File: src/rtl/bcd_pkg.sv
// Shared BCD constants and the nibble sanitiser used on parallel load.
package bcd_pkg;
  localparam int         BCD_W    = 4;
  localparam logic [3:0] BCD_MAX  = 4'd9;
  localparam logic [3:0] BCD_ZERO = 4'd0;

  // Non-decimal nibbles (A..F) clamp to 9 so the counter never holds an illegal digit.
  function automatic logic [BCD_W-1:0] bcd_sanitise(input logic [BCD_W-1:0] n);
    return (n > BCD_MAX) ? BCD_MAX : n;
  endfunction
endpackage

File: src/rtl/bcd_down_digit.sv
// One BCD digit counting 9..0 with wrap to 9; load has priority over decrement.
module bcd_down_digit
  import bcd_pkg::*;
(
  input  logic             clk_div,
  input  logic             rst_n,
  input  logic             load,
  input  logic [BCD_W-1:0] ld_val,
  input  logic             dec_in,
  output logic [BCD_W-1:0] q,
  output logic             is_zero
);

  always_ff @(posedge clk_div or negedge rst_n) begin
    if (!rst_n) begin
      q <= BCD_ZERO;
    end else if (load) begin
      q <= bcd_sanitise(ld_val);
    end else if (dec_in) begin
      q <= (q == BCD_ZERO) ? BCD_MAX : q - 4'd1;
    end
  end

  assign is_zero = (q == BCD_ZERO);

endmodule

File: src/rtl/bcd_down_counter.sv
// Cascaded DIGITS-digit BCD down-counter with load, enable, zero flag and borrow-out.
// Define BCD_HOLD_AT_ZERO_EN for one-shot timer mode (holds at 0 instead of wrapping to all 9s).
module bcd_down_counter
  import bcd_pkg::*;
#(
  parameter int DIGITS = 2
) (
  input  logic                    clk_div,
  input  logic                    rst_n,
  input  logic                    en,
  input  logic                    load,
  input  logic [BCD_W*DIGITS-1:0] din,
  output logic [BCD_W*DIGITS-1:0] dout,
  output logic                    zero,
  output logic                    borrow
);

  logic [DIGITS-1:0] dig_zero;
  logic [DIGITS-1:0] low_zero;
  logic              all_zero;
  logic              count;

  // low_zero[i]: every digit below i reads 0, so digit i takes the borrow.
  always_comb begin
    all_zero = 1'b1;
    low_zero = '0;
    for (int k = 0; k < DIGITS; k++) begin
      low_zero[k] = all_zero;
      all_zero    = all_zero & dig_zero[k];
    end
  end

`ifdef BCD_HOLD_AT_ZERO_EN
  assign count = en & ~load & ~all_zero;
`else
  assign count = en & ~load;
`endif

  for (genvar i = 0; i < DIGITS; i++) begin : g_digit
    bcd_down_digit u_digit (
      .clk_div (clk_div),
      .rst_n   (rst_n),
      .load    (load),
      .ld_val  (din[BCD_W*i +: BCD_W]),
      .dec_in  (count & low_zero[i]),
      .q       (dout[BCD_W*i +: BCD_W]),
      .is_zero (dig_zero[i])
    );
  end

  assign zero = all_zero;
  // Qualified by rst_n so a downstream stage sees no borrow while this one is held in reset.
  assign borrow = rst_n & en & ~load & all_zero;

endmodule

File: config.mk
export PLATFORM = sky130hd
export DESIGN_NAME = bcd_down_counter
export DESIGN_NICKNAME = d
export VERILOG_FILES = /design/src/rtl/bcd_pkg.sv /design/src/rtl/bcd_down_digit.sv /design/src/rtl/bcd_down_counter.sv
export SDC_FILE = /design/constraint.sdc
export NUM_CORES = 1
export LEC_CHECK = 0
export CAP_MARGIN = 20
export CORE_MARGIN = 4
export CORE_UTILIZATION = 35
export DETAILED_ROUTE_END_ITERATION = 12
export PLACE_DENSITY = 0.78
export SLEW_MARGIN = 20
export SYNTH_ARGS = -nofsm -noshare
export SYNTH_HDL_FRONTEND = slang
export SYNTH_SLANG_ARGS = --single-unit
File: constraint.sdc
create_clock -name clk_div -period 1.6 [get_ports clk_div]
set_input_delay 0.32 -clock clk_div [delete_from_list [all_inputs] [get_ports clk_div]]
set_output_delay 0.32 -clock clk_div [all_outputs]
set_load 0.01 [all_outputs]
==> impl_results.html <==
<table>
<tr><th>Metric</th><th>Value</th></tr>
<tr><th colspan="2">Place</th></tr>
<tr><td>Hpwl dp</td><td>1.16 mm</td></tr>
<tr><td>Placed cell count</td><td>104</td></tr>
<tr><td>Placer Congestion</td><td>0.806</td></tr>
<tr><td>PortBufs</td><td>21</td></tr>
<tr><th colspan="2">Detailed routing</th></tr>
<tr><td>DR pass1 iterations</td><td>3</td></tr>
<tr><td>Sum of routed wire length over all layers</td><td>1.50 mm</td></tr>
<tr><td>Detailed route wirelength on metal2</td><td>790 um</td></tr>
<tr><td>Overall via count from detail_route</td><td>576</td></tr>
<tr><td>Avg Vias per Cell</td><td>5.05</td></tr>
<tr><td>Met1 wire length</td><td>596 um</td></tr>
<tr><td>Routed met3 length</td><td>93 um</td></tr>
<tr><td>Number of DRC markers in iteration 0</td><td>6</td></tr>
<tr><td>Post-route DRC violation count</td><td>0</td></tr>
<tr><td>Antenna-violating nets left</td><td>0</td></tr>
<tr><td>Routed wire length per instance</td><td>13.1 um</td></tr>
<tr><td>Uppermost signal routing layer after detailed routing</td><td>met4</td></tr>
<tr><th colspan="2">Global route</th></tr>
<tr><td>Global-route wire length before repair</td><td>2.26 mm</td></tr>
<tr><td>Initial antenna violation count</td><td>0</td></tr>
<tr><td>Pin count of the biggest net entering global routing</td><td>11</td></tr>
<tr><td>Global route total overflow</td><td>0</td></tr>
<tr><td>Number of global-route vias before repair</td><td>555</td></tr>
<tr><td>GR Util All Layers</td><td>0.149</td></tr>
<tr><th colspan="2">Clock network</th></tr>
<tr><td>Later-pin clock latency in the skew report</td><td>0.25 ns</td></tr>
<tr><td>H-tree depth</td><td>1</td></tr>
<tr><td>Clock slew at the register clock pins of the worst setup and hold paths</td><td>0.06 ns</td></tr>
<tr><td>Number of buffers created by CTS</td><td>3</td></tr>
<tr><td>CTS Hold Bufs</td><td>0</td></tr>
<tr><td>Number of buffers between clock root and the deepest sink</td><td>2</td></tr>
<tr><td>TritonCTS clock tree</td><td>built</td></tr>
<tr><td>Buffer cell driving the clock tree root</td><td>clkbuf_4</td></tr>
<tr><td>Clock sinks</td><td>8</td></tr>
<tr><th colspan="2">Power and ir drop</th></tr>
<tr><td>Proportion of total power due to net switching</td><td>0.301</td></tr>
<tr><td>Power density normalized to cell area</td><td>708 nW/um^2</td></tr>
<tr><td>Proportion of power drawn by flip-flops and latches</td><td>0.354</td></tr>
<tr><td>Worst voltage drop across the vdd grid</td><td>0.000390 V</td></tr>
<tr><td>Static power due to leakage</td><td>0.452 nW</td></tr>
<tr><td>Comb power frac</td><td>0.400</td></tr>
<tr><td>P_int</td><td>0.000471 W</td></tr>
<tr><td>Clock power frac</td><td>0.246</td></tr>
<tr><td>Net switching power figure</td><td>0.000203 W</td></tr>
<tr><td>Overall power after layout</td><td>0.000673 W</td></tr>
<tr><th colspan="2">Synth</th></tr>
<tr><td>Post-synthesis instance area</td><td>498 sq um</td></tr>
<tr><td>Average cell area after synthesis</td><td>9.22 sq um</td></tr>
<tr><td>Number of distinct library cell variants in the gate-level netlist after synthesis</td><td>24</td></tr>
<tr><td>Portion of the post-synthesis area used by sequential elements</td><td>0.402</td></tr>
<tr><td>Synth Instances</td><td>54</td></tr>
<tr><td>YS warnings</td><td>0</td></tr>
<tr><td>Register bit total from synthesis</td><td>8</td></tr>
<tr><td>Post-synth net total</td><td>66</td></tr>
<tr><th colspan="2">Critical path</th></tr>
<tr><td>Maximum net fanout on the critical path</td><td>3</td></tr>
<tr><td>Startpoint of the most critical setup path</td><td>g_digit[1].u_digit.q[0]</td></tr>
<tr><td>FF-to-FF setup slack</td><td>-0.20 ns</td></tr>
<tr><td>Required arrival time at the worst endpoint</td><td>1.28 ns</td></tr>
<tr><td>Crit path kind</td><td>flip-flop to output pin</td></tr>
<tr><td>Logic depth of the worst register-to-register path</td><td>7</td></tr>
<tr><td>Setup crit start kind</td><td>flip-flop</td></tr>
<tr><td>Signal arrival time at the worst endpoint</td><td>1.63 ns</td></tr>
<tr><td>Critical Path End Type</td><td>output pin</td></tr>
<tr><td>Launch point of the worst reg-to-reg path</td><td>g_digit[1].u_digit.q[0]</td></tr>
<tr><td>Critical R2R Capture</td><td>g_digit[1].u_digit.q[2]</td></tr>
<tr><th colspan="2">Timing</th></tr>
<tr><td>Hold violation total from the final report</td><td>0</td></tr>
<tr><td>Period Utilization, post-route</td><td>1.22</td></tr>
<tr><td>RSZ-0062 raised after global routing</td><td>true</td></tr>
<tr><td>TNS Setup</td><td>-1.05 ns</td></tr>
<tr><td>Fin. max-slew vios</td><td>0</td></tr>
<tr><td>Worst setup skew after layout</td><td>0.0102 ns</td></tr>
<tr><td>Transition time of the tightest slew-check pin</td><td>0.214 ns</td></tr>
<tr><td>Rel. slew slack</td><td>0.856</td></tr>
<tr><td>Post-route minimum period</td><td>1.95 ns</td></tr>
<tr><td>Achievable Freq</td><td>512 MHz</td></tr>
<tr><td>PnR worst setup slack</td><td>-0.353 ns</td></tr>
<tr><td># setup viols final</td><td>5</td></tr>
<tr><th colspan="2">Run</th></tr>
<tr><td>Max-capacitance violation count</td><td>0</td></tr>
<tr><th colspan="2">Cells and area</th></tr>
<tr><td>Registers with the highest flip-flop counts</td><td>g_digit.u_digit.q (8)</td></tr>
<tr><td>Fillers</td><td>108</td></tr>
<tr><td>Flip-flop count of the largest register after layout</td><td>8</td></tr>
<tr><td>Fraction of layout cells with a size suffix above 1</td><td>0.374</td></tr>
<tr><td>Area delta synth-&gt;final</td><td>91.0%</td></tr>
<tr><td>Number of nets in the layout</td><td>112</td></tr>
<tr><td>Register ranked first by flip-flop count</td><td>g_digit.u_digit.q</td></tr>
<tr><td>Non-filler cells in the finished layout</td><td>114</td></tr>
<tr><td>Diodes inserted</td><td>0</td></tr>
<tr><th colspan="2">Run status</th></tr>
<tr><td>Failing checks</td><td>negative setup slack</td></tr>
<tr><td>Result of the run</td><td>finished, violations left</td></tr>
<tr><th colspan="2">Die</th></tr>
<tr><td>Die H</td><td>45.7 um</td></tr>
<tr><td>Die Wd</td><td>45.7 um</td></tr>
<tr><td>Standard cell core area</td><td>1320 sq um</td></tr>
<tr><td>Number of rows in the core area</td><td>13</td></tr>
<tr><td>Boundary Pins</td><td>22</td></tr>
<tr><td>Overall die area</td><td>2090 sq um</td></tr>
<tr><td>Effective utilization at floorplan</td><td>0.378</td></tr>
<tr><th colspan="2">Min path</th></tr>
<tr><td>Worst min-delay path class</td><td>input pin to async pin</td></tr>
</table>
==> power groups by stage <==
stage	Combinational (W)	Sequential (W)	Clock [W]
3_5_place_dp	0.000253	0.000241	0
5_1_grt	0.000290	0.000241	0.000180
6_report	0.000269	0.000239	0.000165
4_1_cts	0.000258	0.000238	0.000172
3_3_place_gp	0.000246	0.000240	0
2_1_floorplan	0.0000747	0.000271	0
==> worst max path at each step <==
stage | endpoint | slack, ns | depth (start not counted)
floorplan | borrow | -0.06 | 3
global placement | borrow | -0.78 | 5
detailed placement | borrow | -0.78 | 5
CTS | borrow | -0.38 | 4
global route | borrow | -0.40 | 4
finish | zero | -0.35 | 3
==> synthesized netlist by cell type <==
cell / instances / area (sq um)
dfrtp_1: 8 / 200
nor2_1: 7 / 26.3
a21oi_1: 4 / 20.0
o21ai_0: 4 / 20.0
nand2_1: 3 / 11.3
xnor2_1: 3 / 26.3
buf_4: 2 / 15.0
inv_1: 2 / 7.51
nor3_1: 2 / 10.0
nor3_2: 2 / 20.0
nor3b_1: 2 / 15.0
o21a_1: 2 / 15.0
o21ai_1: 2 / 10.0
a22oi_1: 1 / 7.51
a311o_1: 1 / 10.0
and3_1: 1 / 6.26
and4_1: 1 / 8.76
mux2i_1: 1 / 10.0
nand2b_1: 1 / 6.26
nor2_4: 1 / 11.3
nor4_2: 1 / 12.5
nor4b_1: 1 / 8.76
or3b_1: 1 / 8.76
or4_4: 1 / 11.3
==> critical path, cell delays in order (launching register included) <==
cell     delay [ns]
dfrtp_2        0.40
or4_4          0.57
nor4b_2        0.24
buf_2          0.17
==> through the flow <==
stage	utilization	hold WS (ns)	setup WS, ns	instance area [sq um]
2_1_floorplan	-	0.0244	-0.0576	509
3_3_place_gp	0.640	0.641	-0.780	843
3_5_place_dp	0.640	0.659	-0.779	843
4_1_cts	0.681	0.394	-0.378	897
5_1_grt	0.722	0.413	-0.398	951
6_report	0.722	0.388	-0.353	951
==> cell type report <==
| class | instances | area (sq um) | area share |
|---|---|---|---|
| multi-input combinational | 42 | 308 | 0.324 |
| inverter | 2 | 7.51 | 0.00789 |
| clock buffer | 4 | 26.3 | 0.0276 |
| timing repair buffer | 43 | 388 | 0.408 |
| sequential | 8 | 203 | 0.213 |
| tap | 15 | 18.8 | 0.0197 |
==> repair_timing <==
item / 4_1_cts / 5_1_grt
resized for setup: 17 / 7
endpoints found under the setup margin: 9 / 11
buffers inserted: 2 / 4
pin swaps: 4 / 6
==> layer usage <==
metal  up-vias  global-route usage
li1        284                   -
met1       275               0.171
met2        15               0.262
met3         2              0.0158
met4         0              0.0852
met5         -                   0
==> cell usage in the layout, fill, tap and decap left out <==
cell type and n:
a21oi_1 4, a22oi_1 1, a311o_1 1, and3_1 1, and4_4 1, buf_2 1, buf_4 19, buf_6 4
clkbuf_1 1, clkbuf_4 3, clkdlybuf4s50_1 11, dfrtp_1 6, dfrtp_2 2, dlygate4sd2_1 4, dlymetal6s2s_1 4, inv_1 2
mux2i_1 1, nand2_1 3, nand2b_1 1, nor2_1 7, nor2_4 1, nor3_1 2, nor3_4 2, nor3b_1 2
nor4_4 1, nor4b_2 1, o21a_1 2, o21ai_0 4, o21ai_1 2, or3b_4 1, or4_4 1, xnor2_1 3
==> cells by family (layout without fill, tap and decap cells) <==
| kind of cell | count (synthesis) | after routing | synth area share |
|---|---|---|---|
| XOR/XNOR | 3 | 3 | 0.0528 |
| buffers and inverters | 4 | 49 | 0.0452 |
| AND/OR/NAND/NOR | 24 | 24 | 0.314 |
| multiplexers | 1 | 1 | 0.0201 |
| flip-flops | 8 | 8 | 0.402 |
| AO/OA/AOI/OAI | 14 | 14 | 0.166 |
No activity file was read; power rests on OpenSTA's default activity.
